## src/rtl/hdmi_pkg.sv

```systemverilog
// Shared TMDS period encodings, control-period constants and FSM state type
// for the HDMI period scheduler.
package hdmi_pkg;

    localparam int CNT_W        = 10;
    localparam int PREAMBLE_LEN = 8;
    localparam int GUARD_LEN    = 2;
    localparam int CTRL_MIN_LEN = 12;

    localparam logic [3:0] PREAMBLE_CTL = 4'b0001;

    typedef enum logic [1:0] {
        PERIOD_CTRL     = 2'd0,
        PERIOD_PREAMBLE = 2'd1,
        PERIOD_GUARD    = 2'd2,
        PERIOD_VIDEO    = 2'd3
    } period_e;

    typedef enum logic [2:0] {
        ST_IDLE,
        ST_CTRL,
        ST_PREAMBLE,
        ST_GUARD,
        ST_VIDEO
    } state_e;

    // IDLE is reported on the link as an ordinary control period.
    function automatic period_e state_period(input state_e s);
        case (s)
            ST_PREAMBLE: return PERIOD_PREAMBLE;
            ST_GUARD:    return PERIOD_GUARD;
            ST_VIDEO:    return PERIOD_VIDEO;
            default:     return PERIOD_CTRL;
        endcase
    endfunction

endpackage

```

## src/rtl/hdmi_timing_counter.sv

```systemverilog
// Raster position counter: cntx/cnty with line/frame wrap, parked at a hold
// point while not advancing. Also exposes the next position for look-ahead.
module hdmi_timing_counter
    import hdmi_pkg::*;
#(
    parameter int H_TOTAL = 800,
    parameter int V_TOTAL = 525,
    parameter int H_HOLD  = 640,
    parameter int V_HOLD  = 524
) (
    input  logic             clk,
    input  logic             rst,
    input  logic             advance,
    output logic [CNT_W-1:0] cntx,
    output logic [CNT_W-1:0] cnty,
    output logic [CNT_W-1:0] cntx_nx,
    output logic [CNT_W-1:0] cnty_nx
);

    localparam logic [CNT_W-1:0] X_LAST = CNT_W'(H_TOTAL - 1);
    localparam logic [CNT_W-1:0] Y_LAST = CNT_W'(V_TOTAL - 1);

    always_comb begin
        cntx_nx = cntx;
        cnty_nx = cnty;
        if (advance) begin
            if (cntx == X_LAST) begin
                cntx_nx = '0;
                cnty_nx = (cnty == Y_LAST) ? '0 : cnty + CNT_W'(1);
            end else begin
                cntx_nx = cntx + CNT_W'(1);
            end
        end
    end

    always_ff @(posedge clk or posedge rst) begin
        if (rst) begin
            cntx <= CNT_W'(H_HOLD);
            cnty <= CNT_W'(V_HOLD);
        end else begin
            cntx <= cntx_nx;
            cnty <= cnty_nx;
        end
    end

endmodule

```

## src/rtl/hdmi_period_scheduler.sv

```systemverilog
// HDMI raster timing and TMDS period scheduler (control/preamble/guard/video).
// state    | meaning
// IDLE     | parked at (H_ACTIVE, V_TOTAL-1), counters frozen, outputs quiet
// CTRL     | control period, counters running
// PREAMBLE | 8-cycle video preamble before an active line (ctl = 0001)
// GUARD    | 2-cycle leading video guard band
// VIDEO    | active pixels, cntx 0..H_ACTIVE-1
module hdmi_period_scheduler
    import hdmi_pkg::*;
#(
    parameter int H_ACTIVE = 640,
    parameter int H_FP     = 16,
    parameter int H_SYNC   = 96,
    parameter int H_BP     = 48,
    parameter int V_ACTIVE = 480,
    parameter int V_FP     = 10,
    parameter int V_SYNC   = 2,
    parameter int V_BP     = 33
) (
    input  logic             clk,
    input  logic             rst,
    input  logic             enable,
    output logic [CNT_W-1:0] cntx,
    output logic [CNT_W-1:0] cnty,
    output logic             hsync,
    output logic             vsync,
    output logic [1:0]       period,
    output logic [3:0]       ctl,
    output logic             vde,
    output logic             pixel_req,
    output logic             frame_start,
    output logic             running
);

    localparam int H_TOTAL = H_ACTIVE + H_FP + H_SYNC + H_BP;
    localparam int V_TOTAL = V_ACTIVE + V_FP + V_SYNC + V_BP;

    if (H_FP + H_SYNC + H_BP < CTRL_MIN_LEN + PREAMBLE_LEN + GUARD_LEN) begin : g_blank_check
        $error("hdmi_period_scheduler: horizontal blanking too short for control, preamble and guard");
    end

    localparam logic [CNT_W-1:0] X_VEND  = CNT_W'(H_ACTIVE);
    localparam logic [CNT_W-1:0] X_VLAST = CNT_W'(H_ACTIVE - 1);
    localparam logic [CNT_W-1:0] X_PRE   = CNT_W'(H_TOTAL - PREAMBLE_LEN - GUARD_LEN);
    localparam logic [CNT_W-1:0] X_GUARD = CNT_W'(H_TOTAL - GUARD_LEN);
    localparam logic [CNT_W-1:0] X_LAST  = CNT_W'(H_TOTAL - 1);
    localparam logic [CNT_W-1:0] Y_HOLD  = CNT_W'(V_TOTAL - 1);
    localparam logic [CNT_W-1:0] Y_ALAST = CNT_W'(V_ACTIVE - 1);
    localparam logic [CNT_W-1:0] HS_ON   = CNT_W'(H_ACTIVE + H_FP);
    localparam logic [CNT_W-1:0] HS_OFF  = CNT_W'(H_ACTIVE + H_FP + H_SYNC);
    localparam logic [CNT_W-1:0] VS_ON   = CNT_W'(V_ACTIVE + V_FP);
    localparam logic [CNT_W-1:0] VS_OFF  = CNT_W'(V_ACTIVE + V_FP + V_SYNC);

    state_e           state, state_nx;
    logic [CNT_W-1:0] nx, ny;
    logic             advance, next_active, at_hold, run_nx;
    period_e          period_q;

    assign advance = (state != ST_IDLE) || enable;

    hdmi_timing_counter #(
        .H_TOTAL(H_TOTAL),
        .V_TOTAL(V_TOTAL),
        .H_HOLD (H_ACTIVE),
        .V_HOLD (V_TOTAL - 1)
    ) u_counter (
        .clk    (clk),
        .rst    (rst),
        .advance(advance),
        .cntx   (cntx),
        .cnty   (cnty),
        .cntx_nx(nx),
        .cnty_nx(ny)
    );

    // Decisions are made on the next position so registered outputs line up
    // with the counter values they describe.
    assign next_active = (ny == Y_HOLD) || (ny < Y_ALAST);
    assign at_hold     = (nx == X_VEND) && (ny == Y_HOLD);

    always_comb begin
        state_nx = state;
        unique case (state)
            ST_IDLE:     if (enable) state_nx = ST_CTRL;
            ST_CTRL: begin
                if (at_hold && !enable)
                    state_nx = ST_IDLE;
                else if (nx == X_PRE && next_active)
                    state_nx = ST_PREAMBLE;
            end
            ST_PREAMBLE: if (nx == X_GUARD) state_nx = ST_GUARD;
            ST_GUARD:    if (nx == '0) state_nx = ST_VIDEO;
            ST_VIDEO:    if (nx == X_VEND) state_nx = ST_CTRL;
            default:     state_nx = ST_IDLE;
        endcase
    end

    assign run_nx = (state_nx != ST_IDLE);

    always_ff @(posedge clk or posedge rst) begin
        if (rst) begin
            state       <= ST_IDLE;
            hsync       <= 1'b0;
            vsync       <= 1'b0;
            period_q    <= PERIOD_CTRL;
            ctl         <= '0;
            vde         <= 1'b0;
            pixel_req   <= 1'b0;
            frame_start <= 1'b0;
            running     <= 1'b0;
        end else begin
            state       <= state_nx;
            hsync       <= run_nx && (nx >= HS_ON) && (nx < HS_OFF);
            vsync       <= run_nx && (ny >= VS_ON) && (ny < VS_OFF);
            period_q    <= state_period(state_nx);
            ctl         <= (state_nx == ST_PREAMBLE) ? PREAMBLE_CTL : 4'b0000;
            vde         <= (state_nx == ST_VIDEO);
            pixel_req   <= ((state_nx == ST_GUARD) && (nx == X_LAST)) ||
                           ((state_nx == ST_VIDEO) && (nx < X_VLAST));
            frame_start <= run_nx && (nx == '0) && (ny == '0);
            running     <= run_nx;
        end
    end

    assign period = period_q;

endmodule

```

## config.mk

```make
export PLATFORM = sky130hd
export DESIGN_NAME = hdmi_period_scheduler
export DESIGN_NICKNAME = d
export VERILOG_FILES = /design/src/rtl/hdmi_pkg.sv /design/src/rtl/hdmi_timing_counter.sv /design/src/rtl/hdmi_period_scheduler.sv
export SDC_FILE = /design/constraint.sdc
export NUM_CORES = 1
export LEC_CHECK = 0
export ABC_AREA = 1
export BUFFER_PORTS_ARGS = -buffer_cell sky130_fd_sc_hd__buf_2
export CELL_PAD_IN_SITES_DETAIL_PLACEMENT = 1
export CELL_PAD_IN_SITES_GLOBAL_PLACEMENT = 1
export CORE_MARGIN = 3
export CORE_UTILIZATION = 44
export DETAILED_ROUTE_END_ITERATION = 7
export PLACE_DENSITY = 0.86
export SLEW_MARGIN = 40
export SYNTH_ARGS = -nofsm -noshare
export SYNTH_HDL_FRONTEND = slang
export SYNTH_HIERARCHICAL = 1
export SYNTH_SLANG_ARGS = --single-unit
export TNS_END_PERCENT = 30
```

## constraint.sdc

```tcl
create_clock -name clk -period 3.6 [get_ports clk]
set_input_delay 1.08 -clock clk [delete_from_list [all_inputs] [get_ports clk]]
set_output_delay 1.08 -clock clk [all_outputs]
set_load 0.02 [all_outputs]
```

==> impl_table.tex <==
\begin{tabular}{lr}
\hline
Metric & Value \\
\hline
\multicolumn{2}{l}{\textbf{Run status}} \\
Result of the run & complete, no violations \\
\multicolumn{2}{l}{\textbf{Worst hold path}} \\
Worst min-delay path category & flop to flop \\
\multicolumn{2}{l}{\textbf{Global route}} \\
Global-route usage over all layers & 0.234 \\
Wire length of the first global-routing pass & 9920 µm \\
Largest net degree at the start of global routing & 21 \\
Initial antenna violation count & 0 \\
Remaining Overflow, GRT & 0 \\
Busiest grt layer & met2 \\
Met3 track demand over resource & 0.0422 \\
Met2 track demand over resource & 0.411 \\
Via count of the first global-routing pass & 2039 \\
M1 GR Usage & 0.290 \\
\multicolumn{2}{l}{\textbf{Routing}} \\
Detailed router's first-iteration violation count & 83 \\
DR DRC count & 0 \\
Detail Route Antenna Nets & 0 \\
Routed length per instance & 15.8 µm \\
Aggregate routed wire length & 6050 µm \\
Total via count in the routed design & 2000 \\
Vias per std cell & 5.21 \\
Number of iterations in the first detailed-routing pass & 4 \\
\multicolumn{2}{l}{\textbf{Die}} \\
Placement Rows & 24 \\
Die Span Y & 75.6 µm \\
Core box area & 4500 µm² \\
DIE AREA & 5710 µm² \\
Initial Util & 0.472 \\
Die extent in x & 75.6 µm \\
Top Ports & 35 \\
\multicolumn{2}{l}{\textbf{Synth}} \\
Area share of the largest cell type after synthesis & 0.317 \\
Compound-gate portion of the synthesized area & 0.0647 \\
Area share of xor/xnor cells in the synthesized design & 0.0247 \\
Share of the yosys chip area belonging to registers & 0.379 \\
Largest area contributor in the synthesized netlist & sky130\_fd\_sc\_hd\_\_dfrtp\_1 \\
Predominant post-synthesis flop cell & sky130\_fd\_sc\_hd\_\_dfrtp\_1 \\
Post-synth design cell area & 2130 µm² \\
Leading cell types by count after synthesis & sky130\_fd\_sc\_hd\_\_nand2\_1, sky130\_fd\_sc\_hd\_\_inv\_1, sky130\_fd\_sc\_hd\_\_nor2\_1 \\
Simple-gate area share of the yosys netlist & 0.395 \\
Count of state elements after synthesis & 32 \\
Number of distinct library cells after synthesis & 37 \\
Largest family of logic cells by synthesized area & simple AND/OR/NAND/NOR gates \\
Syn\_area\_per\_cell & 7.31 µm² \\
YS warnings & 6 \\
Adder and majority gate portion of the synthesized area & 0.0176 \\
Number of instances in the synthesized netlist & 291 \\
Most frequently used cell type in the post-synthesis netlist & sky130\_fd\_sc\_hd\_\_nand2\_1 \\
Number of synthesized flops with an enable pin & 0 \\
Mux cell area share after synthesis & 0 \\
Top area cells in the synthesized netlist & sky130\_fd\_sc\_hd\_\_dfrtp\_1, sky130\_fd\_sc\_hd\_\_nand2\_1, sky130\_fd\_sc\_hd\_\_inv\_1, sky130\_fd\_sc\_hd\_\_nor2\_1, sky130\_fd\_sc\_hd\_\_dfstp\_2 \\
Share of synthesized registers carrying an async set or reset & 1.00 \\
\multicolumn{2}{l}{\textbf{STA}} \\
Final Max Slew Viols & 0 \\
Sum Neg Setup Slack & 0 ns \\
Clock Skew & 0.00800 ns \\
Final period demand of the worst path & 3.22 ns \\
Max Clock Freq & 311 MHz \\
RSZ-0062 raised after global routing & false \\
Transition at the pin with the smallest max-transition slack & 0.677 ns \\
Fin crit share & 0.894 \\
Setup Viol. Count Final & 0 \\
Final hold violation count & 0 \\
Relative slew margins & 0.544 \\
\multicolumn{2}{l}{\textbf{Final layout}} \\
NumNets Final & 337 \\
Fill count & 615 \\
Area grow syn2layout & 15.7\% \\
Layout cell share with drive strength beyond 1 & 0.247 \\
Fraction of the core area covered by cells at the end of the flow & 0.547 \\
Antenna Diode Count & 0 \\
\multicolumn{2}{l}{\textbf{Clock tree}} \\
Clock transition at path regs & 0.07 ns \\
\# Post-CTS Setup Buffers & 0 \\
Maximum root-to-sink buffer count & 2 \\
Post-CTS Hold Fix Bufs & 0 \\
Resized Gates After CTS & 0 \\
Insertion delay of the later-clocked pin in the worst-skew pair & 0.29 ns \\
CTS tree & yes \\
Clock buffers created by TritonCTS & 5 \\
CTS H-Tree Depth & 2 \\
Sink Count & 32 \\
CTS Root Buffer Type & sky130\_fd\_sc\_hd\_\_clkbuf\_8 \\
\multicolumn{2}{l}{\textbf{Worst setup path}} \\
Critical path class & input port to flop \\
Crit path max fanout & 6 \\
Startpoint Class & input port \\
CP max-delay cell & sky130\_fd\_sc\_hd\_\_nor2\_1 \\
Maximum single-stage delay on the critical path & 0.25 ns \\
R2R setup slack & 0.65 ns \\
CP arrival & 3.40 ns \\
CP Data Required Time & 3.78 ns \\
List of cells traversed by the critical path & buf\_2 > inv\_1 > nand3\_1 > buf\_4 > nand3\_1 > nand3b\_1 > nand2\_1 > nand2\_1 > nor2\_1 > nand2\_1 > nor2\_1 > nand3\_1 > nor3\_2 > nand2\_2 > nand2\_2 > nand2\_4 > inv\_2 > nand3\_4 > nand2\_1 > inv\_1 \\
Crit path capture type & flop \\
Cell repeated most along the worst path & sky130\_fd\_sc\_hd\_\_nand2\_1 \\
\multicolumn{2}{l}{\textbf{Power and ir drop}} \\
Combinational Power Share & 0.017 \\
Total power of the final layout & 0.715 mW \\
Leakage dissipation & 1.31 nW \\
Switching share of power & 0.209 \\
Net switching power & 0.149 mW \\
Maximum vdd drop & 0.189 mV \\
Power per cell area & 291 nW/µm² \\
Portion of total power attributed to the clock network & 0.481 \\
Sequential cell fraction of total power & 0.503 \\
Design internal power & 0.566 mW \\
\multicolumn{2}{l}{\textbf{Placement}} \\
Port Buffers & 31 \\
Routability Congestion & 0.897 \\
Post-DP HPWL & 4570 µm \\
\multicolumn{2}{l}{\textbf{Flow run}} \\
Total of max-cap violations & 0 \\
\hline
\end{tabular}
-- cells by family after synthesis --
logic type | Yosys count
AOI/OAI and AO/OA | 20
xor gates and xnor gates | 6
adders and majority gates | 3
buffers and inverters | 61
DFF | 32
other | 1
and+or+nand+nor | 168
-- critical path: cells and delay by family --
kind	cells	cell delay [ns]
simple gates	15	1.90
buf+inv	5	0.42
-- routing by layer --
layer  vias to the layer above  part of all wire
met5                         -                 0
met4                         0             0.017
met3                         9             0.029
met2                        32              0.51
met1                       977              0.44
li1                        982                 -
-- final timing paths --
path                                        startpoint  cells after the start                          end
max                                             enable                     20              hsync$_DFF_PP0_
min                        u_counter/cnty[2]$_DFF_PP1_                      4  u_counter/cnty[2]$_DFF_PP1_
max reg2reg                u_counter/cntx[7]$_DFF_PP1_                     17              hsync$_DFF_PP0_
min reg2reg                u_counter/cnty[2]$_DFF_PP1_                      4  u_counter/cnty[2]$_DFF_PP1_
max in group asynchronous                          rst                      2  u_counter/cntx[9]$_DFF_PP1_
min in group asynchronous                          rst                      2          pixel_req$_DFF_PP0_
-- cell type report --
type	instances	area, µm²	area share
clock buffers	6	72.6	0.0295
clock inverters	2	35.0	0.0142
inverters	56	210	0.0854
multi-input cells	200	1080	0.439
flip-flops and latches	32	807	0.328
well taps	52	65.1	0.0264
repair buffers	36	193	0.0783
-- power by group through the flow --
stage / clock, mW / sequential [mW] / combinational, mW
after global placement: 0 / 0.366 / 0.0120
final: 0.344 / 0.360 / 0.0119
after detailed placement: 0 / 0.366 / 0.0124
after floorplan: 0 / 0.366 / 0.0111
after global routing: 0.366 / 0.359 / 0.0140
after CTS: 0.351 / 0.360 / 0.0123
-- cell usage in the layout (no fill, tap or decap), types with 6 or more instances in the layout --
cell type                 Yosys  layout
sky130_fd_sc_hd__nor2_1      44      44
sky130_fd_sc_hd__nand2_1     57      57
sky130_fd_sc_hd__nand2_2      6       6
sky130_fd_sc_hd__buf_2        1      31
sky130_fd_sc_hd__nand3_1     21      21
sky130_fd_sc_hd__inv_1       53      52
sky130_fd_sc_hd__nor3_1       8       8
sky130_fd_sc_hd__nand4_1      7       7
sky130_fd_sc_hd__dfrtp_1     27      27
-- registers in the layout (all words and copies together), names as in the netlist --
signal,cells
ctl,1
frame_start,1
hsync,1
period,2
pixel_req,1
running,1
state,3
u_counter/cntx,10
u_counter/cnty,10
vde,1
vsync,1
-- metrics by stage --
| step | cell area, µm² | worst slack [ns] | cells | hold WS (ns) |
|---|---|---|---|---|
| CTS | 2460 | 0.394 | 384 | 0.622 |
| finish | 2460 | 0.382 | 384 | 0.622 |
| global placement | 2350 | 0.201 | 376 | 0.608 |
| floorplan | 2140 | 0.625 | 293 | 0.614 |
| detailed placement | 2350 | 0.109 | 376 | 0.609 |
| global route | 2460 | 0.140 | 384 | 0.665 |
No activity file was read; power rests on OpenSTA's default activity.
